`src/rtl/anomaly_pkg.sv`:
```
// anomaly_pkg: shared encodings and constants for the anomaly detector.
// Input type codes, detector bit indices, fixed floors and shift amounts.
package anomaly_pkg;

  localparam logic [1:0] IT_PRICE  = 2'b00;
  localparam logic [1:0] IT_VOLUME = 2'b01;
  localparam logic [1:0] IT_BUY    = 2'b10;
  localparam logic [1:0] IT_SELL   = 2'b11;

  localparam int DET_SPIKE      = 0;
  localparam int DET_DRY        = 1;
  localparam int DET_SURGE      = 2;
  localparam int DET_VELOCITY   = 3;
  localparam int DET_IMBALANCE  = 4;
  localparam int DET_SPREAD     = 5;
  localparam int DET_VOLATILITY = 6;
  localparam int DET_FLASH      = 7;

  localparam int DRY_FLOOR   = 10;
  localparam int FLASH_FLOOR = 20;
  localparam int MAD_WEIGHT  = 7;
  localparam int MAD_SHIFT   = 3;
  localparam int GAIN_SHIFT  = 1;
  localparam int DRY_SHIFT   = 2;
  localparam int VOLA_SHIFT  = 2;
  localparam int IMB_SHIFT   = 2;
  localparam int SPREAD_MIN  = 2;

  function automatic logic [2:0] top_index(input logic [7:0] v);
    logic [2:0] r;
    r = '0;
    for (int i = 0; i < 8; i++)
      if (v[i]) r = 3'(i);
    return r;
  endfunction

endpackage

```
`src/rtl/anomaly_detector_p_ring.sv`:
```
// anom_ring_avg: ring buffer with running sum, average and fill count.
// The average tracks the updated sum so it reflects the newest sample.
module anom_ring_avg #(
  parameter int W         = 12,
  parameter int HIST_LOG2 = 3
) (
  input  logic         clk,
  input  logic         rst_n,
  input  logic         wr_en,
  input  logic [W-1:0] din,
  output logic [W-1:0] cur,
  output logic [W-1:0] avg,
  output logic         full
);

  localparam int DEPTH = 1 << HIST_LOG2;
  localparam int SW    = W + HIST_LOG2;
  localparam int FW    = HIST_LOG2 + 1;
  localparam logic [FW-1:0] FILL_MAX = FW'(DEPTH);

  logic [W-1:0]         ring_q [DEPTH];
  logic [W-1:0]         ring_d [DEPTH];
  logic [HIST_LOG2-1:0] ptr_q, ptr_d;
  logic [SW-1:0]        sum_q, sum_d;
  logic [W-1:0]         cur_q, cur_d;
  logic [W-1:0]         avg_q, avg_d;
  logic [FW-1:0]        fill_q, fill_d;

  // Replace the oldest entry and fold the change into sum and average
  always_comb begin
    ring_d = ring_q;
    ptr_d  = ptr_q;
    sum_d  = sum_q;
    cur_d  = cur_q;
    avg_d  = avg_q;
    fill_d = fill_q;
    if (wr_en) begin
      ring_d[ptr_q] = din;
      ptr_d = ptr_q + 1'b1;
      sum_d = sum_q - SW'(ring_q[ptr_q]) + SW'(din);
      avg_d = W'(sum_d >> HIST_LOG2);
      cur_d = din;
      if (fill_q != FILL_MAX) fill_d = fill_q + 1'b1;
    end
  end

  // History state
  always_ff @(posedge clk or negedge rst_n) begin
    if (!rst_n) begin
      for (int i = 0; i < DEPTH; i++) ring_q[i] <= '0;
      ptr_q  <= '0;
      sum_q  <= '0;
      cur_q  <= '0;
      avg_q  <= '0;
      fill_q <= '0;
    end else begin
      for (int i = 0; i < DEPTH; i++) ring_q[i] <= ring_d[i];
      ptr_q  <= ptr_d;
      sum_q  <= sum_d;
      cur_q  <= cur_d;
      avg_q  <= avg_d;
      fill_q <= fill_d;
    end
  end

  assign cur  = cur_q;
  assign avg  = avg_q;
  assign full = (fill_q == FILL_MAX);

endmodule

```
`src/rtl/anomaly_detector_p.sv`:
```
// anomaly_detector_p: eight parallel market detectors, registered alerts.
// Define ANOMALY_EVT_CNT_EN to count alert_any rising edges on evt_count.
module anomaly_detector_p #(
  parameter int PW         = 12,
  parameter int VW         = 12,
  parameter int HIST_LOG2  = 3,
  parameter int WIN_LOG2   = 8,
  parameter int MCW        = 5,
  parameter int OCW        = 3,
  parameter int VEL_THRESH = 30
) (
  input  logic          clk,
  input  logic          rst_n,
  input  logic          in_valid,
  input  logic [1:0]    input_type,
  input  logic [PW-1:0] price_data,
  input  logic [VW-1:0] volume_data,
  input  logic          match_valid,
  input  logic [PW-1:0] spike_thresh,
  input  logic [PW-1:0] flash_thresh,
  input  logic [7:0]    det_enable,
  input  logic [7:0]    alert_ack,
  output logic [7:0]    alert_bitmap,
  output logic [7:0]    alert_sticky,
  output logic          alert_any,
  output logic [2:0]    alert_type,
  output logic          baseline_valid,
  output logic [7:0]    evt_count
);

  import anomaly_pkg::*;

  localparam int MW = PW + 3;
  localparam int PX = PW + 2;
  localparam int VX = VW + 2;
  localparam int OX = OCW + 2;
  localparam int RX = MCW + 2;
  localparam logic [OCW-1:0] OMAX = '1;
  localparam logic [MCW-1:0] MMAX = '1;

  logic            p_wr, v_wr, b_inc, s_inc;
  logic [PW-1:0]   p_cur, p_avg;
  logic [VW-1:0]   v_cur, v_avg;
  logic            p_full, v_full, base_ok;
  logic [PW-1:0]   prev_q, prev_d, mad_q, mad_d;
  logic [OCW-1:0]  buy_q, buy_d, sell_q, sell_d;
  logic [OCW-1:0]  buy_sat, sell_sat;
  logic [MCW-1:0]  mcnt_q, mcnt_d, rate_q, rate_d, mcnt_sat;
  logic [WIN_LOG2-1:0] timer_q, timer_d;
  logic [7:0]      det;
  logic [7:0]      bitmap_q, bitmap_d, sticky_q, sticky_d;
  logic            any_q, any_d;
  logic [2:0]      type_q, type_d;
  logic [PW-1:0]   p_dev, p_diff, vola_ex, fall;
  logic [MW-1:0]   mad_acc;

  assign p_wr  = in_valid && (input_type == IT_PRICE);
  assign v_wr  = in_valid && (input_type == IT_VOLUME);
  assign b_inc = in_valid && (input_type == IT_BUY);
  assign s_inc = in_valid && (input_type == IT_SELL);
  assign base_ok = p_full && v_full;

  anom_ring_avg #(.W(PW), .HIST_LOG2(HIST_LOG2)) u_price (
    .clk   (clk),
    .rst_n (rst_n),
    .wr_en (p_wr),
    .din   (price_data),
    .cur   (p_cur),
    .avg   (p_avg),
    .full  (p_full)
  );

  anom_ring_avg #(.W(VW), .HIST_LOG2(HIST_LOG2)) u_volume (
    .clk   (clk),
    .rst_n (rst_n),
    .wr_en (v_wr),
    .din   (volume_data),
    .cur   (v_cur),
    .avg   (v_avg),
    .full  (v_full)
  );

  assign p_dev = (price_data > p_avg) ? price_data - p_avg
                                      : p_avg - price_data;
  assign mad_acc = MW'(mad_q) * MW'(MAD_WEIGHT) + MW'(p_dev);
  assign buy_sat = (b_inc && buy_q != OMAX) ? buy_q + 1'b1 : buy_q;
  assign sell_sat = (s_inc && sell_q != OMAX) ? sell_q + 1'b1 : sell_q;
  assign mcnt_sat = (match_valid && mcnt_q != MMAX) ? mcnt_q + 1'b1
                                                    : mcnt_q;

  assign p_diff = (p_cur > prev_q) ? p_cur - prev_q : prev_q - p_cur;
  assign vola_ex = (p_diff > mad_q) ? p_diff - mad_q : '0;
  assign fall = (p_avg > p_cur) ? p_avg - p_cur : '0;

  // Previous price, MAD and velocity-window counters
  always_comb begin
    prev_d  = prev_q;
    mad_d   = mad_q;
    timer_d = timer_q + 1'b1;
    if (p_wr) begin
      prev_d = p_cur;
      mad_d  = PW'(mad_acc >> MAD_SHIFT);
    end
    if (timer_q == '1) begin
      rate_d = mcnt_sat;
      mcnt_d = '0;
      buy_d  = buy_sat >> 1;
      sell_d = sell_sat >> 1;
    end else begin
      rate_d = rate_q;
      mcnt_d = mcnt_sat;
      buy_d  = buy_sat;
      sell_d = sell_sat;
    end
  end

  // Raw detector flags with warm-up masking
  always_comb begin
    det = '0;
    det[DET_SPIKE] = p_diff > spike_thresh;
    det[DET_SURGE] = VX'(v_cur) > (VX'(v_avg) << GAIN_SHIFT);
    det[DET_VELOCITY] = RX'(rate_q) > RX'(VEL_THRESH);
    det[DET_VOLATILITY] = (|mad_q) &&
      (PX'(vola_ex) > (PX'(mad_q) << VOLA_SHIFT));
    det[DET_DRY] = (v_avg > VW'(DRY_FLOOR)) &&
      (v_cur < (v_avg >> DRY_SHIFT));
    det[DET_SPREAD] =
      ((buy_q == '0) && (sell_q > OCW'(SPREAD_MIN))) ||
      ((sell_q == '0) && (buy_q > OCW'(SPREAD_MIN)));
    det[DET_IMBALANCE] = (|buy_q) && (|sell_q) &&
      ((OX'(buy_q) > (OX'(sell_q) << IMB_SHIFT)) ||
       (OX'(sell_q) > (OX'(buy_q) << IMB_SHIFT)));
    det[DET_FLASH] = (p_avg > PW'(FLASH_FLOOR)) &&
      (fall > flash_thresh);
    if (!base_ok) begin
      det[DET_SURGE]      = 1'b0;
      det[DET_DRY]        = 1'b0;
      det[DET_VOLATILITY] = 1'b0;
      det[DET_FLASH]      = 1'b0;
    end
  end

  // Enabled flags, sticky merge, summary outputs
  always_comb begin
    bitmap_d = det & det_enable;
    sticky_d = (sticky_q & ~alert_ack) | bitmap_d;
    any_d    = |bitmap_d;
    type_d   = top_index(bitmap_d);
  end

  // Detector state and registered outputs
  always_ff @(posedge clk or negedge rst_n) begin
    if (!rst_n) begin
      prev_q   <= '0;
      mad_q    <= '0;
      buy_q    <= '0;
      sell_q   <= '0;
      mcnt_q   <= '0;
      rate_q   <= '0;
      timer_q  <= '0;
      bitmap_q <= '0;
      sticky_q <= '0;
      any_q    <= 1'b0;
      type_q   <= '0;
    end else begin
      prev_q   <= prev_d;
      mad_q    <= mad_d;
      buy_q    <= buy_d;
      sell_q   <= sell_d;
      mcnt_q   <= mcnt_d;
      rate_q   <= rate_d;
      timer_q  <= timer_d;
      bitmap_q <= bitmap_d;
      sticky_q <= sticky_d;
      any_q    <= any_d;
      type_q   <= type_d;
    end
  end

`ifdef ANOMALY_EVT_CNT_EN
  logic [7:0] evt_q, evt_d;

  // Count 0->1 transitions of alert_any, saturating
  always_comb begin
    evt_d = evt_q;
    if (!any_q && any_d && evt_q != 8'hFF) evt_d = evt_q + 1'b1;
  end

  // Event counter register
  always_ff @(posedge clk or negedge rst_n) begin
    if (!rst_n) evt_q <= '0;
    else        evt_q <= evt_d;
  end

  assign evt_count = evt_q;
`else
  assign evt_count = '0;
`endif

  assign alert_bitmap   = bitmap_q;
  assign alert_sticky   = sticky_q;
  assign alert_any      = any_q;
  assign alert_type     = type_q;
  assign baseline_valid = base_ok;

endmodule

```
`config.mk`:
```
export PLATFORM = sky130hd
export DESIGN_NAME = anomaly_detector_p
export DESIGN_NICKNAME = d
export VERILOG_FILES = /design/src/rtl/anomaly_pkg.sv /design/src/rtl/anomaly_detector_p_ring.sv /design/src/rtl/anomaly_detector_p.sv
export SDC_FILE = /design/constraint.sdc
export NUM_CORES = 1
export LEC_CHECK = 0
export CAP_MARGIN = 20
export CELL_PAD_IN_SITES_DETAIL_PLACEMENT = 0
export CELL_PAD_IN_SITES_GLOBAL_PLACEMENT = 1
export CORE_MARGIN = 4
export CORE_UTILIZATION = 25
export DETAILED_ROUTE_END_ITERATION = 8
export PLACE_DENSITY = 0.48
export SYNTH_ARGS = -nofsm -noshare
export SYNTH_HDL_FRONTEND = slang
export SYNTH_SLANG_ARGS = --single-unit
```
`constraint.sdc`:
```
create_clock -name clk -period 6.4 [get_ports clk]
set_clock_uncertainty 0.1 [all_clocks]
set_input_delay 1.28 -clock clk [delete_from_list [all_inputs] [get_ports clk]]
set_output_delay 1.28 -clock clk [all_outputs]
set_load 0.05 [all_outputs]
```
==> impl_metrics.tcl, run 1 <==
set metrics [dict create \
    status "finished clean" \
    final_area_um2 26200 \
    drcViolationCount 0 \
    layout.nets 2648 \
    cp_max_fo 6 \
    die-area_um2 90600 \
    worst_slew_pin_slew_ns 1.03 \
    syn_inst 2152 \
    cp-start-kind "register" \
    grt_util_met3 0.0179 \
    clk_path_buf_depth 3 \
    synth-seq-area-share 0.382 \
    max_freq_mhz 163 \
    viasPerCell 4.55 \
    syn_to_final_growth_pct 21.9 \
    whs_ns 0.369 \
    yosysWarningCount 0 \
    core_um2 85100 \
    async_reset_ff_frac 1.00 \
    detailed_place_hpwl_um 48700 \
    antenna_found_initial 3 \
    port_buffers 90 \
    diodes 0 \
    synth_area_um2 21500 \
    cp.arrival_ns 6.47 \
    final_layout_size_suffix_gt1_frac 0.174 \
    wl_per_cell_um 18.5 \
    min_period_ns 6.14 \
    use_met1 0.192 \
    synth_flop_cell "dfrtp_1" \
    start_util 0.252 \
    synth.avg_cell_area_um2 9.98 \
    yosysUniqueCellTypes 81 \
    vias 15900 \
    maxSlewHeadroom 0.311 \
    final_cell_mix "325 x dfrtp_1, 278 x nand2_1, 249 x inv_1" \
    yosysTopAreaCell "dfrtp_1" \
    num_io_pins 99 \
    synthTopCellsByArea "dfrtp_1 38%, ha_1 12%, mux2_2 5.6%" \
    worst_setup_path_end_kind "register" \
    crit_type "reg2reg" \
    die_h_um 301 \
    synth_edf_count 0 \
    setup-violations-final 0 \
    finalCritPeriodShare 0.959 \
    cts.clk_slew.worst_paths_ns 0.06 \
    cp_data_required_time_ns 6.74 \
    track_usage 0.144 \
    slowest_delay_ns 0.56 \
    maxCapViolations 0 \
    cts_buffers 44 \
    grt_pass1_wl_um 101000 \
    drt-pass1-iter-count 4 \
    clkLatencyLatePin_ns 0.59 \
    final_hold_viol_count 0 \
    cp_slowest_cell "or4_4" \
    busiest_layer "met2" \
    place_congestion 0.814 \
    grt_pass1_vias 16900 \
    grt_use_met2 0.248 \
    holdBufCountCts 0 \
    drt_iter0_drc 729 \
    rows 107 \
    die_w_um 301 \
    synth.ff_latch_count 328 \
    wl_um 65000 \
    place_area_um2 24300 \
    clockRootBuffer "clkbuf_16" \
    cts_tree "built" \
    grt_overflow_total 0 \
    final_common_cell "dfrtp_1" \
    yosysTopAreaCellShare 0.382 \
    min_path_type "reg2reg" \
    h-tree-depth 2 \
    cts.sinks 328 \
    ant_nets 0 \
    grt_max_degree 139 \
    slew_viol_final 0 \
]
-- what timing repair did --
| item | CTS | global route |
|---|---|---|
| setup endpoints to repair | 1 | 6 |
| pin swaps | 0 | 28 |
| gates resized for setup | 2 | 45 |
| setup buffers | 0 | 13 |
| cloned | 0 | 1 |
-- kinds of logic (layout without fill, tap and decap cells) --
kind of cell    after synthesis  after routing  share of synthesized area
other cells                   1              8                   0.000175
simple gates                532            532                      0.114
buf+inv                     334            537                     0.0611
fa+ha+maj                   249            249                      0.163
xor+xnor                     82             82                     0.0334
compound gates              449            449                      0.129
mux                         177            177                      0.117
flops                       328            328                      0.382
-- cell usage after synthesis (all sizes together), types with 6 or more instances --
library cell,count
o21bai,8
nand3,31
or3,9
fa,51
dfrtp,328
a21o,49
xor2,29
a31o,6
nand2b,10
o31ai,6
nor3,32
and3,16
nor3b,6
o21a,12
nor2,78
clkbuf,50
xnor2,53
o211ai,6
a211oi,12
mux2i,21
or2,7
nand4,20
buf,33
nor2b,12
nand2,279
a31oi,16
mux2,108
o22ai,7
a21oi,58
o21ai,224
ha,198
inv,251
mux4,48
-- sequential cells by signal, indices dropped and copies added, names as in the netlist, 12 cells and up --
name,count
u_price.ring_q,96
u_price.cur,12
u_volume.cur,12
u_price.avg,12
mad_q,12
prev_q,12
u_volume.ring_q,96
u_volume.avg,12
-- metal layers --
metal	up-vias	wire length, um
li1	7772	-
met1	7893	30300
met2	200	31500
met3	78	1690
met4	0	1470
met5	-	0
-- final timing paths --
path	start	to	slack, ns	depth (start not counted)
min	u_price.fill_q[3]	u_price.fill_q[3]	0.37	1
min in group asynchronous	rst_n	u_volume.ring_q[38]	0.54	1
max reg2reg	u_price.cur[0]	alert_any	0.26	28
max	u_price.cur[0]	alert_any	0.26	28
min reg2reg	u_price.fill_q[3]	u_price.fill_q[3]	0.37	1
max in group asynchronous	rst_n	u_price.ptr_q[1]	4.41	2
-- cell type report --
type                            instances  area (um^2)
Timing Repair Buffer                  207         1880
Sequential cell                       328         8210
Tap cell                             1144         1430
Fill cell                            8879        59000
Clock inverter                         12          153
Multi-Input combinational cell       1497        12300
Clock buffer                           67         1290
Inverter                              251          942
-- worst max-delay path: cells and delay by family, from the launching register on --
kind                     cells  cell delay, ns
AO/OA/AOI/OAI               10            1.93
AND/OR/NAND/NOR              7            1.26
adder cells (fa/ha/maj)      4            1.20
buffers and inverters        5            0.63
flip-flops                   1            0.38
multiplexers                 1            0.33
XOR/XNOR                     1            0.17
-- stage by stage --
step,setup slack [ns],utilization,cells,setup TNS (ns)
2_1_floorplan,0.555,-,2159,0
3_3_place_gp,-0.186,0.285,3409,-0.323
3_5_place_dp,-0.193,0.285,3409,-0.354
4_1_cts,0.00260,0.302,3488,0
5_1_grt,-0.0567,0.307,3506,-0.0567
6_report,0.265,0.307,3506,0
Power of run 1 is not shown: default switching activity piles up to over one toggle a cycle in this logic, so the estimate is an artifact.
==> run 2: changes to the inputs <==
--- a/config.mk
+++ b/config.mk
@@ -8,7 +8,6 @@
 export CAP_MARGIN = 20
 export CELL_PAD_IN_SITES_DETAIL_PLACEMENT = 0
 export CELL_PAD_IN_SITES_GLOBAL_PLACEMENT = 1
-export CORE_MARGIN = 4
 export CORE_UTILIZATION = 25
 export DETAILED_ROUTE_END_ITERATION = 8
 export PLACE_DENSITY = 0.48
==> constraint.sdc (replaced) <==
create_clock -name clk -period 6.7 [get_ports clk]
set_clock_uncertainty 0.1 [all_clocks]
set_input_delay 1.34 -clock clk [delete_from_list [all_inputs] [get_ports clk]]
set_output_delay 1.34 -clock clk [all_outputs]
set_load 0.05 [all_outputs]
==> run 2 against run 1 <==
  * First-iteration DRC count shrank 11%
  * Register-to-register slack improved by 0.24 ns
  * Sequential share of layout area grew 0.66 points
  * Via count fell by 1.0%
  * Critical path depth down 1
  * Die area fell by 3.9%
==> impl_metrics.tcl, run 2 (same netlist as run 1, synthesis figures left out) <==
set metrics [dict create \
    clockRootBuffer "clkbuf_16" \
    holdPathEnd "timer_q[6]" \
    cts.clk_slew.worst_paths_ns 0.05 \
    reg2reg_to "alert_any" \
    startpoint "u_price.cur[0]" \
    holdPathStages 1 \
    die-area_um2 87100 \
    core_um2 85100 \
    grt_max_degree 120 \
    slew_viol_final 0 \
    port_buffers 90 \
    finalCritPeriodShare 0.924 \
    syn_to_final_growth_pct 19.4 \
    wl_per_cell_um 18.6 \
    cp_slowest_cell "or4_1" \
    rsz0062_at_grt "false" \
    final_layout_size_suffix_gt1_frac 0.146 \
    rr_startpoint "u_price.cur[0]" \
    cts_buffers 44 \
    setup-violations-final 0 \
    drt-pass1-iter-count 5 \
    dp.cells 3364 \
    path_common_cell "ha_1" \
    drcViolationCount 0 \
    top_regs "u_price.ring_q (96), u_volume.ring_q (96)" \
    min_path_type "reg2reg" \
    min_period_ns 6.19 \
    cp-start-kind "register" \
    status "finished clean" \
    r2r_slack_ns 0.51 \
    place_congestion 0.821 \
    detailed_place_hpwl_um 47600 \
    h-tree-depth 2 \
    wl_um 64200 \
    ff2ff_path_depth 27 \
    worst_path_dominant_cell_family "compound AO/OA/AOI/OAI gates" \
    ant_nets 0 \
    final_common_cell "dfrtp_1" \
    diodes 0 \
    setup_tns_ns 0 \
    place_area_um2 24000 \
    cp_num_buf_inv 3 \
    clk_path_buf_depth 3 \
    crit_type "reg2reg" \
    track_usage 0.151 \
    num_io_pins 99 \
    worst_setup_path_end_kind "register" \
    cp_max_fo 9 \
    worstHoldStart "timer_q[6]" \
    holdBufCountCts 0 \
    maxCapViolations 0 \
    final_cell_mix "325 x dfrtp_1, 278 x nand2_1, 251 x inv_1" \
    die_w_um 295 \
    worst_slew_pin_slew_ns 1.06 \
    antenna_found_initial 5 \
    cp_data_required_time_ns 7.05 \
    final_hold_viol_count 0 \
    grt_pass1_vias 16600 \
    cp.arrival_ns 6.54 \
    max_freq_mhz 161 \
    final_area_um2 25600 \
    die_h_um 295 \
    cts_tree "built" \
    slowest_delay_ns 0.44 \
    vias 15800 \
    cts.sinks 328 \
    layout.nets 2599 \
    rows 107 \
    grt_overflow_total 0 \
    drt_iter0_drc 646 \
    maxSlewHeadroom 0.294 \
    instances_no_fill 3460 \
    clkLatencyLatePin_ns 0.59 \
    grt_pass1_wl_um 100000 \
    viasPerCell 4.56 \
    start_util 0.252 \
]
-- run 2: timing repair --
item | CTS | global route
endpoints found under the setup margin | 0 | 4
resized for setup | 0 | 6
buffers inserted | 0 | 11
-- run 2: area by class of cell --
class                   instances  area [um^2]
fillers                      8960        59500
multi-input cells            1498        12100
flip-flops and latches        328         8210
repair buffers                157         1450
well taps                    1144         1430
clock buffers                  64         1290
inverters                     251          942
clock inverters                18          228
-- run 2: how the worst max path moves through the flow --
stage / cells past startpoint / end
2_1_floorplan: 24 / mad_q[9]
3_3_place_gp: 24 / mad_q[11]
3_5_place_dp: 24 / mad_q[11]
4_1_cts: 28 / alert_any
5_1_grt: 23 / alert_any
6_report: 27 / alert_any
-- run 2: metal layers --
layer  vias up  track usage  share of wire
met1      7780        0.195           0.45
met4         2       0.0465          0.027
met5         -            0        0.00020
met2       233        0.258           0.49
li1       7683            -              -
met3        85       0.0217          0.030
-- run 2: worst register-to-register path, delay by kind of cell, from the launching register on --
kind | cells | cell delay (ns)
compound gates | 10 | 2.05
simple gates | 10 | 1.96
fa+ha+maj | 4 | 1.17
buf+inv | 3 | 0.36
flops | 1 | 0.42
-- run 2: stage by stage --
step / setup WS (ns) / hold slack, ns / utilization
detailed placement: 0.0526 / 0.356 / 0.281
CTS: 0.187 / 0.371 / 0.299
global placement: 0.0738 / 0.355 / 0.281
floorplan: 0.795 / 0.338 / -
finish: 0.506 / 0.362 / 0.301
global route: 0.0385 / 0.388 / 0.301
Power of run 2 is left out for the same reason.
==> run 3: changes to the inputs <==
--- a/config.mk
+++ b/config.mk
@@ -8,6 +8,7 @@
 export CAP_MARGIN = 20
 export CELL_PAD_IN_SITES_DETAIL_PLACEMENT = 0
 export CELL_PAD_IN_SITES_GLOBAL_PLACEMENT = 1
+export CORE_ASPECT_RATIO = 0.9
 export CORE_UTILIZATION = 25
 export DETAILED_ROUTE_END_ITERATION = 8
 export PLACE_DENSITY = 0.48
==> run 3 against run 2 <==
  * Via count rose by 0.72%
  * Largest cell class unchanged
  * Critical path depth fell by 3
  * Critical path type unchanged
  * Routed wire length barely moved
  * Final area rose by 0.49%
  * Worst setup slack got worse by 0.037 ns
  * Final cell count barely moved
  * Count of clock-buffer cells in the layout fell by 10
  * Worst hold slack improved by 0.011 ns
  * Highest routed layer is now met4
  * Global-route usage fell by 0.17 points
  * Core utilization rose by 0.32 points
  * Non-clock buffer count rose by 18
  * Fmax fell by 0.59%
==> impl_metrics.tcl, run 3 (same netlist as run 1, synthesis figures left out) <==
set metrics [dict create \
    cp_max_fo 15 \
    maxCapViolations 0 \
    drt_iter0_drc 795 \
    port_buffers 90 \
    power-per-cell-area_nw_per_um2 625 \
    num_io_pins 99 \
    startpoint "u_price.cur[0]" \
    clkPwrFrac 0.153 \
    clk_path_buf_depth 3 \
    rr_startpoint "u_price.cur[0]" \
    grt_pass1_wl_um 100000 \
    grt_use_met2 0.230 \
    cts_buffers 42 \
    max_freq_mhz 160 \
    min_path_type "reg2reg" \
    whs_ns 0.373 \
    final_hold_viol_count 0 \
    detailed_place_hpwl_um 48300 \
    busiest_layer "met2" \
    place_congestion 0.833 \
    die-area_um2 87100 \
    crit_path_cell_trace "inv_1 > ha_1 > inv_1 > fa_1 > a211oi_1 > nor2_1 > o41ai_4 > o22ai_4 > mux2_2 > ha_1 > nor2b_1 > o21ai_0 > a21boi_0 > o21ai_1 > a211oi_1 > o211ai_1 > nand3_1 > nor3b_1 > ha_1 > a211oi_1 > nand2_1 > a31oi_1 > o311ai_2 > or4_1" \
    slew_viol_final 0 \
    seqPwrFrac 0.210 \
    grt_overflow_total 0 \
    holdBufCountCts 0 \
    start_util 0.254 \
    viasPerCell 4.59 \
    rows 101 \
    cp_slowest_cell "or4_1" \
    antenna_found_initial 2 \
    irDropWorstVdd_uv 355 \
    worst_slew_pin_slew_ns 1.10 \
    final_cell_mix "326 x dfrtp_1, 279 x nand2_1, 251 x inv_1" \
    drcViolationCount 0 \
    cts.clk_slew.worst_paths_ns 0.06 \
    clkLatencyLatePin_ns 0.58 \
    cp-start-kind "register" \
    min_period_ns 6.23 \
    final_common_cell "dfrtp_1" \
    layout.nets 2614 \
    diodes 0 \
    postCtsSetupRepairBufs 0 \
    ant_nets 0 \
    die_w_um 311 \
    power.total_mw 16.1 \
    maxSlewHeadroom 0.268 \
    slowest_delay_ns 0.48 \
    cp_data_required_time_ns 7.03 \
    dpl_worst_slack_ns 0.0870 \
    cp_num_buf_inv 2 \
    wl_um 64200 \
    cts_tree "built" \
    cts.sinks 328 \
    cp.arrival_ns 6.56 \
    internal_power_mw 8.95 \
    top_regs "u_price.ring_q (96), u_volume.ring_q (96)" \
    grt_max_degree 139 \
    fin_util 0.304 \
    track_usage 0.149 \
    die_h_um 280 \
    grt_util_met3 0.0219 \
    swShare 0.443 \
    vias 15900 \
    status "finished clean" \
    syn_to_final_growth_pct 19.9 \
    setup-violations-final 0 \
    combPwrFrac 0.637 \
    core_um2 84700 \
    rsz0062_at_grt "false" \
    use_met1 0.217 \
    timing.final.ws_setup_ns 0.469 \
    worst_path_dominant_cell_family "compound AO/OA/AOI/OAI gates" \
    drt-pass1-iter-count 5 \
    power_leakage_nw 12.3 \
    worst_setup_path_end_kind "register" \
    clockRootBuffer "clkbuf_16" \
    setup_tns_ns 0 \
    grt_pass1_vias 16300 \
    switchingPower_mw 7.13 \
    h-tree-depth 2 \
    final_layout_size_suffix_gt1_frac 0.151 \
    wl_per_cell_um 18.5 \
    crit_type "reg2reg" \
    worstHoldStart "timer_q[4]" \
    finalCritPeriodShare 0.930 \
]
run 3: changes by cell type in the layout (fill, tap and decap cells not counted), moves of 2 or more:
cell,delta
buf_4,+14
clkbuf_1,-5
inv_6,+4
nor3_2,+4
buf_16,+3
bufinv_16,+3
clkbuf_16,-3
nor3_4,-3
buf_8,+2
clkbuf_8,-2
clkinvlp_4,-2
inv_16,-2
run 3: final timing paths:
| path | endpoint | slack (ns) | cells past startpoint |
|---|---|---|---|
| min in group asynchronous | alert_sticky[0] | 0.55 | 1 |
| worst min-delay path | timer_q[4] | 0.37 | 1 |
| worst max register to register | alert_any | 0.47 | 24 |
| max in group asynchronous | u_volume.cur[10] | 4.68 | 2 |
| worst min register to register | timer_q[4] | 0.37 | 1 |
| worst max-delay path | alert_any | 0.47 | 24 |
run 3: per-stage QoR:
step           std cells  cell area (um^2)
2_1_floorplan       2159             21500
3_3_place_gp        3378             24100
3_5_place_dp        3380             24200
4_1_cts             3457             25700
5_1_grt             3461             25800
6_report            3461             25800
run 3: worst register-to-register path: cells and delay by family (launching register included):
kind | cells | cell delay, ns
AOI/OAI and AO/OA | 11 | 2.74
and+or+nand+nor | 6 | 1.22
adders and majority gates | 4 | 1.15
muxes | 1 | 0.38
DFF | 1 | 0.37
buffers and inverters | 2 | 0.13
run 3: repair_timing:
item	CTS	global route
resized for setup	0	4
endpoints found under the setup margin	0	4
hold endpoints to repair	0	0
run 3: per-layer routing:
metal | wire length, um | share of wire
met1 | 33000 | 0.51
met2 | 27800 | 0.43
met3 | 2130 | 0.033
met4 | 1250 | 0.020
met5 | 0 | 0
run 3: cell type report:
| cell class | count | area (um^2) |
|---|---|---|
| clock buffers | 54 | 1170 |
| clock inverters | 23 | 323 |
| fillers | 8816 | 58900 |
| inverters | 251 | 942 |
| multi-input cells | 1497 | 12000 |
| flip-flops and latches | 328 | 8210 |
| well taps | 1133 | 1420 |
| repair buffers | 175 | 1650 |
run 3: power groups by stage:
stage | registers [mW] | clock network (mW) | logic (mW)
floorplan | 3.24 | 0 | 7.63
global placement | 3.39 | 0 | 10.2
detailed placement | 3.42 | 0 | 10.3
CTS | 3.38 | 2.56 | 10.3
global route | 3.49 | 2.63 | 11.6
finish | 3.38 | 2.46 | 10.3
Power figures use the tool's default switching activity.
